### src/rtl/hsm_regfile_pkg.sv
// hsm_regfile_pkg: shared types and helpers for the HSM AXI4-Lite register file.
// Word-oriented helpers assume 32-bit registers (REG_BYTES bytes each).
package hsm_regfile_pkg;

  typedef enum logic [1:0] {
    RESP_OKAY   = 2'b00,
    RESP_SLVERR = 2'b10
  } resp_t;

  localparam int unsigned REG_BYTES = 4;
  localparam int unsigned REG_BITS  = REG_BYTES * 8;

  // Word index from a byte address: keep the low addr_width bits, drop the byte offset.
  function automatic logic [31:0] addr_to_idx(input logic [31:0] addr,
                                              input int unsigned addr_width);
    logic [31:0] keep;
    keep = (32'd1 << addr_width) - 32'd1;
    return (addr & keep) >> 2;
  endfunction

  // Expand a byte strobe into a bit mask.
  function automatic logic [REG_BITS-1:0] strb_mask(input logic [REG_BYTES-1:0] strb);
    logic [REG_BITS-1:0] m;
    for (int b = 0; b < REG_BYTES; b++) begin
      m[8*b +: 8] = {8{strb[b]}};
    end
    return m;
  endfunction

  // Byte-merge new data into an old word under a strobe.
  function automatic logic [REG_BITS-1:0] apply_wstrb(input logic [REG_BITS-1:0]  old,
                                                      input logic [REG_BITS-1:0]  data,
                                                      input logic [REG_BYTES-1:0] strb);
    logic [REG_BITS-1:0] m;
    m = strb_mask(strb);
    return (old & ~m) | (data & m);
  endfunction

endpackage

### src/rtl/hsm_axil_skid.sv
// hsm_axil_skid: one-entry valid/ready holding register for an AXI4-Lite
// request channel. in_ready is registered (= !full) and low during reset.
module hsm_axil_skid #(
  parameter int unsigned WIDTH = 32
) (
  input  logic             clk,
  input  logic             rst_n,
  input  logic             in_valid,
  output logic             in_ready,
  input  logic [WIDTH-1:0] in_data,
  output logic             full,
  output logic [WIDTH-1:0] data,
  input  logic             pop
);

  logic             full_q, full_d;
  logic             ready_q, ready_d;
  logic [WIDTH-1:0] data_q, data_d;

  // Next state: pop empties the slot, a handshake fills it; ready tracks emptiness.
  always_comb begin
    // NOTE: every signal written here gets a default first, so no path leaves it unassigned and no latch is inferred.
    full_d = full_q;
    data_d = data_q;
    if (pop) begin
      full_d = 1'b0;
    end
    if (in_valid && ready_q) begin
      full_d = 1'b1;
      data_d = in_data;
    end
    ready_d = !full_d;
  end

  // Slot state; ready rises on the first clock after reset release.
  always_ff @(posedge clk or negedge rst_n) begin
    // NOTE: flops use non-blocking assignment so each one samples the pre-edge value of the others.
    if (!rst_n) begin
      full_q  <= 1'b0;
      ready_q <= 1'b0;
      data_q  <= '0;
    end else begin
      full_q  <= full_d;
      ready_q <= ready_d;
      data_q  <= data_d;
    end
  end

  assign in_ready = ready_q;
  assign full     = full_q;
  assign data     = data_q;

endmodule

### src/rtl/hsm_axil_regfile.sv
// hsm_axil_regfile: parametrised AXI4-Lite slave register file for the HSM core.
// RW registers are bus-written with byte strobes; RO registers mirror reg_in.
// Optional macro HSM_REGFILE_W1C_EN turns W1C_MASK registers into sticky status
// bits (hw_set sets bit 0, bus write-1 clears, set wins on collision).
module hsm_axil_regfile
  import hsm_regfile_pkg::*;
#(
  parameter int                     C_S_AXI_DATA_WIDTH = 32,
  parameter int                     C_S_AXI_ADDR_WIDTH = 6,
  parameter int                     NUM_REGS           = 16,
  parameter logic [NUM_REGS-1:0]    RO_MASK            = 16'h0002,
  parameter logic [NUM_REGS-1:0]    W1C_MASK           = 16'h0000,
  parameter logic [31:0]            RESET_VAL          = 32'h0
) (
  input  logic                            S_AXI_ACLK,
  input  logic                            S_AXI_ARESETN,
  input  logic [C_S_AXI_ADDR_WIDTH-1:0]   S_AXI_AWADDR,
  input  logic [2:0]                      S_AXI_AWPROT,
  input  logic                            S_AXI_AWVALID,
  output logic                            S_AXI_AWREADY,
  input  logic [C_S_AXI_DATA_WIDTH-1:0]   S_AXI_WDATA,
  input  logic [C_S_AXI_DATA_WIDTH/8-1:0] S_AXI_WSTRB,
  input  logic                            S_AXI_WVALID,
  output logic                            S_AXI_WREADY,
  output logic [1:0]                      S_AXI_BRESP,
  output logic                            S_AXI_BVALID,
  input  logic                            S_AXI_BREADY,
  input  logic [C_S_AXI_ADDR_WIDTH-1:0]   S_AXI_ARADDR,
  input  logic [2:0]                      S_AXI_ARPROT,
  input  logic                            S_AXI_ARVALID,
  output logic                            S_AXI_ARREADY,
  output logic [C_S_AXI_DATA_WIDTH-1:0]   S_AXI_RDATA,
  output logic [1:0]                      S_AXI_RRESP,
  output logic                            S_AXI_RVALID,
  input  logic                            S_AXI_RREADY,
  output logic [NUM_REGS*32-1:0]          reg_out,
  input  logic [NUM_REGS*32-1:0]          reg_in,
  output logic [NUM_REGS-1:0]             wr_pulse,
  output logic [NUM_REGS-1:0]             rd_pulse,
  input  logic [NUM_REGS-1:0]             hw_set
);

`ifdef HSM_REGFILE_W1C_EN
  localparam bit W1C_ON = 1'b1;
`else
  localparam bit W1C_ON = 1'b0;
`endif

  // Elaboration-time parameter sanity.
  if (C_S_AXI_DATA_WIDTH != 32) begin : g_chk_dw
    $error("hsm_axil_regfile: C_S_AXI_DATA_WIDTH must be 32");
  end
  if (NUM_REGS < 2 || NUM_REGS > 64) begin : g_chk_nr
    $error("hsm_axil_regfile: NUM_REGS must be 2..64");
  end
  if ((64'd1 << (C_S_AXI_ADDR_WIDTH - 2)) < 64'(NUM_REGS)) begin : g_chk_aw
    $error("hsm_axil_regfile: address width too small for NUM_REGS");
  end

  // Write channel holding registers.
  logic                          aw_full, w_full, commit;
  logic [C_S_AXI_ADDR_WIDTH-1:0] aw_addr;
  logic [REG_BITS+REG_BYTES-1:0] w_payload;
  logic [REG_BITS-1:0]           w_data;
  logic [REG_BYTES-1:0]          w_strb;

  hsm_axil_skid #(.WIDTH(C_S_AXI_ADDR_WIDTH)) u_aw_skid (
    .clk      (S_AXI_ACLK),
    .rst_n    (S_AXI_ARESETN),
    .in_valid (S_AXI_AWVALID),
    .in_ready (S_AXI_AWREADY),
    .in_data  (S_AXI_AWADDR),
    .full     (aw_full),
    .data     (aw_addr),
    .pop      (commit)
  );

  hsm_axil_skid #(.WIDTH(REG_BITS + REG_BYTES)) u_w_skid (
    .clk      (S_AXI_ACLK),
    .rst_n    (S_AXI_ARESETN),
    .in_valid (S_AXI_WVALID),
    .in_ready (S_AXI_WREADY),
    .in_data  ({S_AXI_WSTRB, S_AXI_WDATA}),
    .full     (w_full),
    .data     (w_payload),
    .pop      (commit)
  );

  assign w_data = w_payload[REG_BITS-1:0];
  assign w_strb = w_payload[REG_BITS +: REG_BYTES];

  // Address decode for the held write address and the live read address.
  logic [31:0]         aw_idx, ar_idx;
  logic [NUM_REGS-1:0] aw_sel, ar_sel;

  // One-hot register select per channel; out-of-range indices select nothing.
  always_comb begin
    aw_idx = addr_to_idx(32'(aw_addr), C_S_AXI_ADDR_WIDTH);
    ar_idx = addr_to_idx(32'(S_AXI_ARADDR), C_S_AXI_ADDR_WIDTH);
    for (int i = 0; i < NUM_REGS; i++) begin
      aw_sel[i] = (aw_idx == 32'(i));
      ar_sel[i] = (ar_idx == 32'(i));
    end
  end

  // Commit needs both halves held and the B slot free (or being freed this cycle).
  logic aw_legal, wr_ok;
  assign commit   = aw_full && w_full && (!S_AXI_BVALID || S_AXI_BREADY);
  assign aw_legal = |(aw_sel & ~RO_MASK);
  assign wr_ok    = commit && aw_legal;

  // Register storage: RO slots mirror reg_in, RW slots are flops.
  logic [NUM_REGS-1:0][REG_BITS-1:0] cur_val;

  for (genvar gi = 0; gi < NUM_REGS; gi++) begin : g_reg
    if (RO_MASK[gi]) begin : g_ro
      assign cur_val[gi] = reg_in[32*gi +: 32];
    end else begin : g_rw
      localparam bit          IS_W1C  = W1C_ON && W1C_MASK[gi];
      localparam logic [31:0] RST_VAL = IS_W1C ? 32'h0 : RESET_VAL;
      logic [REG_BITS-1:0] val_q, val_d;
      logic                hit;

      assign hit = wr_ok && aw_sel[gi];

      // Next value: W1C clears then hw_set (set wins), otherwise a strobed byte merge.
      always_comb begin
        val_d = val_q;
        if (IS_W1C) begin
          if (hit) begin
            val_d = val_q & ~(w_data & strb_mask(w_strb));
          end
          if (hw_set[gi]) begin
            val_d[0] = 1'b1;
          end
        end else if (hit) begin
          val_d = apply_wstrb(val_q, w_data, w_strb);
        end
      end

      // Register flop with reset value.
      always_ff @(posedge S_AXI_ACLK or negedge S_AXI_ARESETN) begin
        // NOTE: this is a bank of individual flops, not an inferred RAM, so every entry is reset.
        if (!S_AXI_ARESETN) begin
          val_q <= RST_VAL;
        end else begin
          val_q <= val_d;
        end
      end

      assign cur_val[gi] = val_q;
    end
  end

  assign reg_out = cur_val;

  // Write response and write strobes.
  resp_t               bresp_q, bresp_d;
  logic                bvalid_q, bvalid_d;
  logic [NUM_REGS-1:0] wr_pulse_q, wr_pulse_d;

  // B channel: raise on commit, drop on handshake; pulse the written register once.
  always_comb begin
    bvalid_d   = bvalid_q;
    bresp_d    = bresp_q;
    wr_pulse_d = wr_ok ? aw_sel : '0;
    if (commit) begin
      bvalid_d = 1'b1;
      bresp_d  = aw_legal ? RESP_OKAY : RESP_SLVERR;
    end else if (S_AXI_BREADY) begin
      bvalid_d = 1'b0;
    end
  end

  // Read channel state.
  logic                arready_en_q, arready_en_d;
  logic                rvalid_q, rvalid_d;
  logic [REG_BITS-1:0] rdata_q, rdata_d, rd_word;
  resp_t               rresp_q, rresp_d;
  logic [NUM_REGS-1:0] rd_pulse_q, rd_pulse_d;
  logic                ar_hs;

  assign S_AXI_ARREADY = arready_en_q && (!rvalid_q || S_AXI_RREADY);
  assign ar_hs         = S_AXI_ARVALID && S_AXI_ARREADY;

  // R channel: capture the pre-write register value at the AR handshake and hold until RREADY.
  always_comb begin
    arready_en_d = 1'b1;
    rd_word      = '0;
    for (int i = 0; i < NUM_REGS; i++) begin
      if (ar_sel[i]) begin
        rd_word = rd_word | cur_val[i];
      end
    end
    rvalid_d   = rvalid_q;
    rdata_d    = rdata_q;
    rresp_d    = rresp_q;
    rd_pulse_d = '0;
    if (ar_hs) begin
      rvalid_d   = 1'b1;
      rdata_d    = rd_word;
      rresp_d    = (|ar_sel) ? RESP_OKAY : RESP_SLVERR;
      rd_pulse_d = ar_sel;
    end else if (S_AXI_RREADY) begin
      rvalid_d = 1'b0;
    end
  end

  // Response-side flops; all clear immediately on reset.
  always_ff @(posedge S_AXI_ACLK or negedge S_AXI_ARESETN) begin
    if (!S_AXI_ARESETN) begin
      bvalid_q     <= 1'b0;
      bresp_q      <= RESP_OKAY;
      wr_pulse_q   <= '0;
      arready_en_q <= 1'b0;
      rvalid_q     <= 1'b0;
      rdata_q      <= '0;
      rresp_q      <= RESP_OKAY;
      rd_pulse_q   <= '0;
    end else begin
      bvalid_q     <= bvalid_d;
      bresp_q      <= bresp_d;
      wr_pulse_q   <= wr_pulse_d;
      arready_en_q <= arready_en_d;
      rvalid_q     <= rvalid_d;
      rdata_q      <= rdata_d;
      rresp_q      <= rresp_d;
      rd_pulse_q   <= rd_pulse_d;
    end
  end

  assign S_AXI_BVALID = bvalid_q;
  assign S_AXI_BRESP  = bresp_q;
  assign S_AXI_RVALID = rvalid_q;
  assign S_AXI_RDATA  = rdata_q;
  assign S_AXI_RRESP  = rresp_q;
  assign wr_pulse     = wr_pulse_q;
  assign rd_pulse     = rd_pulse_q;

  // PROT is ignored; reg_in slices of RW registers and hw_set (without W1C) are don't-care.
  logic unused_inputs;
  assign unused_inputs = ^{S_AXI_AWPROT, S_AXI_ARPROT, reg_in, hw_set};

endmodule

### config.mk
export PLATFORM = sky130hd
export DESIGN_NAME = hsm_axil_regfile
export DESIGN_NICKNAME = d
export VERILOG_FILES = /design/src/rtl/hsm_regfile_pkg.sv /design/src/rtl/hsm_axil_skid.sv /design/src/rtl/hsm_axil_regfile.sv
export SDC_FILE = /design/constraint.sdc
export NUM_CORES = 1
export LEC_CHECK = 0
export ABC_AREA = 1
export BUFFER_PORTS_ARGS = -buffer_cell sky130_fd_sc_hd__buf_2
export CAP_MARGIN = 20
export CORE_AREA = 2 2 451 453
export CTS_CLUSTER_DIAMETER = 100
export CTS_CLUSTER_SIZE = 10
export DETAILED_ROUTE_END_ITERATION = 8
export DIE_AREA = 0 0 453 455
export GPL_TIMING_DRIVEN = 0
export SYNTH_ARGS = -nofsm -noshare
export SYNTH_HDL_FRONTEND = slang
export SYNTH_SLANG_ARGS = --single-unit
### constraint.sdc
create_clock -name S_AXI_ACLK -period 2 [get_ports S_AXI_ACLK]
set_clock_uncertainty 0.2 [all_clocks]
set_input_delay 0 -clock S_AXI_ACLK [delete_from_list [all_inputs] [get_ports S_AXI_ACLK]]
set_output_delay 0 -clock S_AXI_ACLK [all_outputs]
set_load 0.05 [all_outputs]
Word level (Yosys, flattened, before mapping)
Index checks and enable logic that the tools add are counted.
{ "word_totals": {"ff_bits": 597, "input_bits": 589} }
{ "classes": {"eq_ne": 30, "bitwise_logic": 47, "reduce_logical": 34, "mux": 28} }
{ "op_table": {"columns": ["cell", "n"], "rows": [
  ["$or A32 B32 Y32", 30],
  ["$and A32 B32 Y32", 16],
  ["$mux W32", 16],
  ["$eq A4 B4 Y1 const B", 16],
  ["$logic_not A32 Y1", 2],
  ["$eq A4 B3 Y1 const B", 8],
  ["$mux W16", 2],
  ["$not A32 Y32", 1],
  ["$logic_and A1 B1 Y1", 22],
  ["$eq A4 B2 Y1 const B", 4],
  ["$reduce_or A16 Y1", 1],
  ["$reduce_or A15 Y1", 1],
  ["$eq A4 B1 Y1 const B", 2],
  ["$mux W1", 8],
  ["$logic_not A1 Y1", 4],
  ["$mux W2", 2],
  ["$reduce_bool A2 Y1", 2],
  ["$logic_or A1 B1 Y1", 2]
]} }

Logic depth before layout (Yosys ltp)
{ "depth": {"ltp_word": 32, "mapped_depth": 11, "depth_no_buf": 9} }

By module
A second synthesis with hierarchy kept.
{ "unflattened": {"cells_unflattened": 3334, "hier_area_um2": 27126.0} }
{ "by_module_without_submodules": {"columns": ["module", "area_per_inst_um2", "cells_each", "seq_area_each_um2", "n_inst"], "rows": [
  ["hsm_axil_regfile", 25275.5, 3138, 13738.2, 1],
  ["hsm_axil_skid at u_w_skid", 1544.0, 164, 950.9, 1],
  ["hsm_axil_skid at u_aw_skid", 306.5, 32, 200.2, 1]
]} }

Least setup slack after synthesis
OpenSTA, ideal clock, no wires.
{ "synth_path": {"path_type": "flip-flop to flip-flop", "from": "reg rvalid_q, in the netlist S_AXI_RVALID", "to": "reg rresp_q[1], in the netlist S_AXI_RRESP[1]", "stages_incl_launch_ff": 7, "n_path_buf": 2, "period_less_slack_ns": 3.179, "required_ns": 1.684, "arrival_ns": 2.863, "setup_slack_ns": -1.179, "cell_sequence": "dfrtp_1 a21boi_0 nand2_1 clkbuf_1 buf_1 nand2_1 inv_1"} }
{ "synth_via": {"elab_chain_cells": 4} }
{ "synth_rtl": {"columns": ["item", "line_no", "source"], "rows": [
  ["from (decl)", "hsm_axil_regfile.sv:177", "logic rvalid_q, rvalid_d;"],
  ["from (signal assigned)", "hsm_axil_regfile.sv:225", "rvalid_q <= rvalid_d;"],
  ["$logic_not A1 Y1", "hsm_axil_regfile.sv:183", "assign S_AXI_ARREADY = arready_en_q && (!rvalid_q || S_AXI_RREADY);"],
  ["$logic_or A1 B1 Y1", "hsm_axil_regfile.sv:183", null],
  ["$logic_and A1 B1 Y1", "hsm_axil_regfile.sv:183", null],
  ["via S_AXI_ARREADY", "hsm_axil_regfile.sv:31", "output logic S_AXI_ARREADY,"],
  ["$logic_and A1 B1 Y1", "hsm_axil_regfile.sv:184", "assign ar_hs = S_AXI_ARVALID && S_AXI_ARREADY;"],
  ["to (signal assigned)", "hsm_axil_regfile.sv:227", "rresp_q <= rresp_d;"],
  ["to (decl)", "hsm_axil_regfile.sv:179", "resp_t rresp_q, rresp_d;"]
]} }
The timed path passes the listed nets, and every way through them passes these cells.
A chain may end at the register's enable or synchronous reset.

==> flow_summary.yaml <==
clocking:
  cts_hold_buffers: 120
  cts_max_path_buffers: 3
  clkSinkCount: 593
  htree_num_levels: 3
  cts_buffers: 72
  cts_tree: "built"
  cts_root_buf: "clkbuf_16"
  worst_skew_pair.late_latency_ns: 0.70
  clkTransAtPathRegs_ns: 0.06
floorplan:
  dieArea_sq_um: 206000
  placeableCoreArea_sq_um: 201000
  pin_count: 1174
  die_x_um: 453
  dieHeight_um: 455
  initial_core_util: 0.129
  rows: 165
timing:
  setup_viol: 210
  fmax_mhz: 471
  tightest_slew_ns: 1.07
  rsz0062_at_grt: "yes"
  min_period_ns: 2.12
  whs_ns: -0.836
  finalHoldViolCount: 383
  slew_viol_final: 0
  fin_ws_ns: -0.124
  finalCritPeriodShare: 1.06
  max-slew-margin-rel: 0.288
  fin_tns_setup_ns: -8.52
setup_path:
  crit_path_max_incr_delay_ns: 0.37
  timing.rr.start: "u_w_skid.full$_DFF_PN0_"
  path_cells: "nand2_2 -> a21oi_4 -> buf_12 -> buf_12 -> nand2_8 -> nor2_4 -> buf_12 -> buf_12 -> nand2_8 -> buf_8 -> nand2_2 -> o21ai_1"
  cpMostUsedCell: "buf_12"
  r2r_cells: 12
  arrival_ns: 2.45
  crit_start: "u_w_skid.full$_DFF_PN0_"
  path_class: "flip-flop to flip-flop"
  crit_family: "buffers and inverters"
  path_max_fanout: 8
  critPathSlowestCell: "dfrtp_1"
  path_buf_inv: 5
  start_kind: "flip-flop"
  worstPathRequired_ns: 2.32
  rrSetupSlack_ns: -0.12
  endpoint_kind: "flip-flop"
yosys:
  yosys_warnings: 0
  postSynthCellCount: 3167
  netlist_area_sq_um: 26000
  synth-seq-cells: 593
  syn_avg_cell_area_sq_um: 8.22
  netlist-cell-type-count: 24
  seq_area_frac_synth: 0.570
detailed_routing:
  wire_per_inst_um: 32.5
  viasPerCell: 4.31
  drc: 0
  ant_nets: 0
  route.vias.total: 29800
  drt_pass1_iterations: 6
  wl_um: 225000
  dr.first_iter.drc_count: 4045
power:
  p_switching_mw: 41.6
  p_sw_frac: 0.575
  p_total_mw: 72.3
  pwr-share-seq: 0.316
  p_per_area_nw_per_um2: 1730
  ir_drop_v: 0.000945
  p_clk_frac: 0.173
  p_comb_frac: 0.512
  p_leak_nw: 20.7
  p_int_mw: 30.7
status:
  failed_checks: "hold timing, setup timing"
  status: "finished with violations"
global_route:
  grt_pass1_vias: 26900
  antenna_found_initial: 28
  grt_pass1_wl_um: 278000
  grt_overflow_total: 0
  grt_max_degree: 123
  grt_use_total: 0.207
placement:
  gp_congestion: 0.940
  hpwl_um: 178000
  dpl.cell_count: 6544
  portBuffers: 664
hold_path:
  min-delay-path-class: "primary input to async pin"
cells_and_area:
  layoutNonFillerInstCount: 6923
  fin_util: 0.208
  area_growth_pct: 60.7
  drive_above_1_share: 0.373
  nNetsFinal: 4809
flow_run:
  drv_cap: 0
==> cells in the mapped netlist, drive strengths merged <==
master	instances	area [sq um]
dfrtp	593	14800
o21ai	481	2410
mux2	6	67.6
buf	123	747
a21boi	1	7.51
clkbuf	100	375
inv	144	541
nor2	296	1150
conb	2	7.51
clkinv	1	3.75
nand2	1046	3990
a21oi	67	347
nor3	13	76.3
nand3	294	1480
==> per-layer routing <==
layer / global-route usage / up-vias / wire length [um]
met5: 0 / - / 37
met4: 0.122 / 6 / 17200
met3: 0.0953 / 425 / 30900
met2: 0.290 / 2208 / 89800
met1: 0.258 / 14800 / 87300
li1: - / 12400 / -
==> power by group through the flow <==
stage	sequential, mW	clock [mW]	combinational [mW]
5_1_grt	23.0	13.0	38.5
3_5_place_dp	21.9	0	33.2
2_1_floorplan	33.8	0	6.02
3_3_place_gp	21.8	0	32.7
4_1_cts	22.1	12.6	34.7
6_report	22.8	12.5	37.0
==> cells by family (layout without fill, tap and decap cells) <==
kind of cell,after synthesis,after routing,synth area share
multiplexers,6,6,0.00259
AO/OA/AOI/OAI,549,549,0.106
AND/OR/NAND/NOR,1649,1656,0.257
flip-flops,593,593,0.570
other,2,20,0.000288
buffers and inverters,368,1427,0.0640
==> layout make-up <==
| cell class | count | area, sq um |
|---|---|---|
| fillers | 22200 | 159000 |
| flip-flops and latches | 593 | 14900 |
| multi-input cells | 2215 | 11900 |
| repair buffers | 983 | 7420 |
| well taps | 2672 | 3340 |
| clock buffers | 75 | 1820 |
| plain buffers | 210 | 1630 |
| inverters | 145 | 549 |
| clock inverters | 14 | 231 |
| diodes | 16 | 40.0 |
==> cell usage in the layout (no fill, tap or decap), types with 53 or more instances in the layout <==
master         Yosys  layout
dfrtp_1          593     584
buf_2             72     688
o21ai_2            0     170
nand2_1         1021     839
nand3_1          292     292
inv_1            142     142
dlygate4sd3_1      0     120
o21ai_1           52     221
nand2_8            0      53
clkbuf_16          0      86
buf_6              9     101
o21ai_0          429      90
buf_4             34      84
nor2_1           279     258
a21oi_1           66      53
nand2_2           25     124
==> what timing repair did <==
item                                   CTS  global route
pin swaps                               30            66
gates resized for setup                502           765
gates cloned                            27            27
endpoints found under the hold margin  487           383
setup endpoints to repair              574           507
buffers inserted                        58            62
==> how the worst max path moves through the flow <==
stage | slack, ns | end | cells past startpoint
finish | -0.12 | flip-flop | 12
global route | -0.19 | flip-flop | 11
global placement | -13.42 | S_AXI_BVALID$_DFFE_PN0P_ | 1
detailed placement | -1.71 | S_AXI_RDATA[3]$_DFFE_PN0P_ | 9
floorplan | 0.06 | S_AXI_RRESP[1]$_DFFE_PN0P_ | 6
CTS | -0.11 | flip-flop | 13
==> stage by stage <==
step	setup slack (ns)	instance area, sq um
6_report	-0.124	41800
2_1_floorplan	0.0574	26100
3_3_place_gp	-13.42	32700
3_5_place_dp	-1.71	33600
5_1_grt	-0.192	41800
4_1_cts	-0.114	39300
No activity file was read; power rests on OpenSTA's default activity.
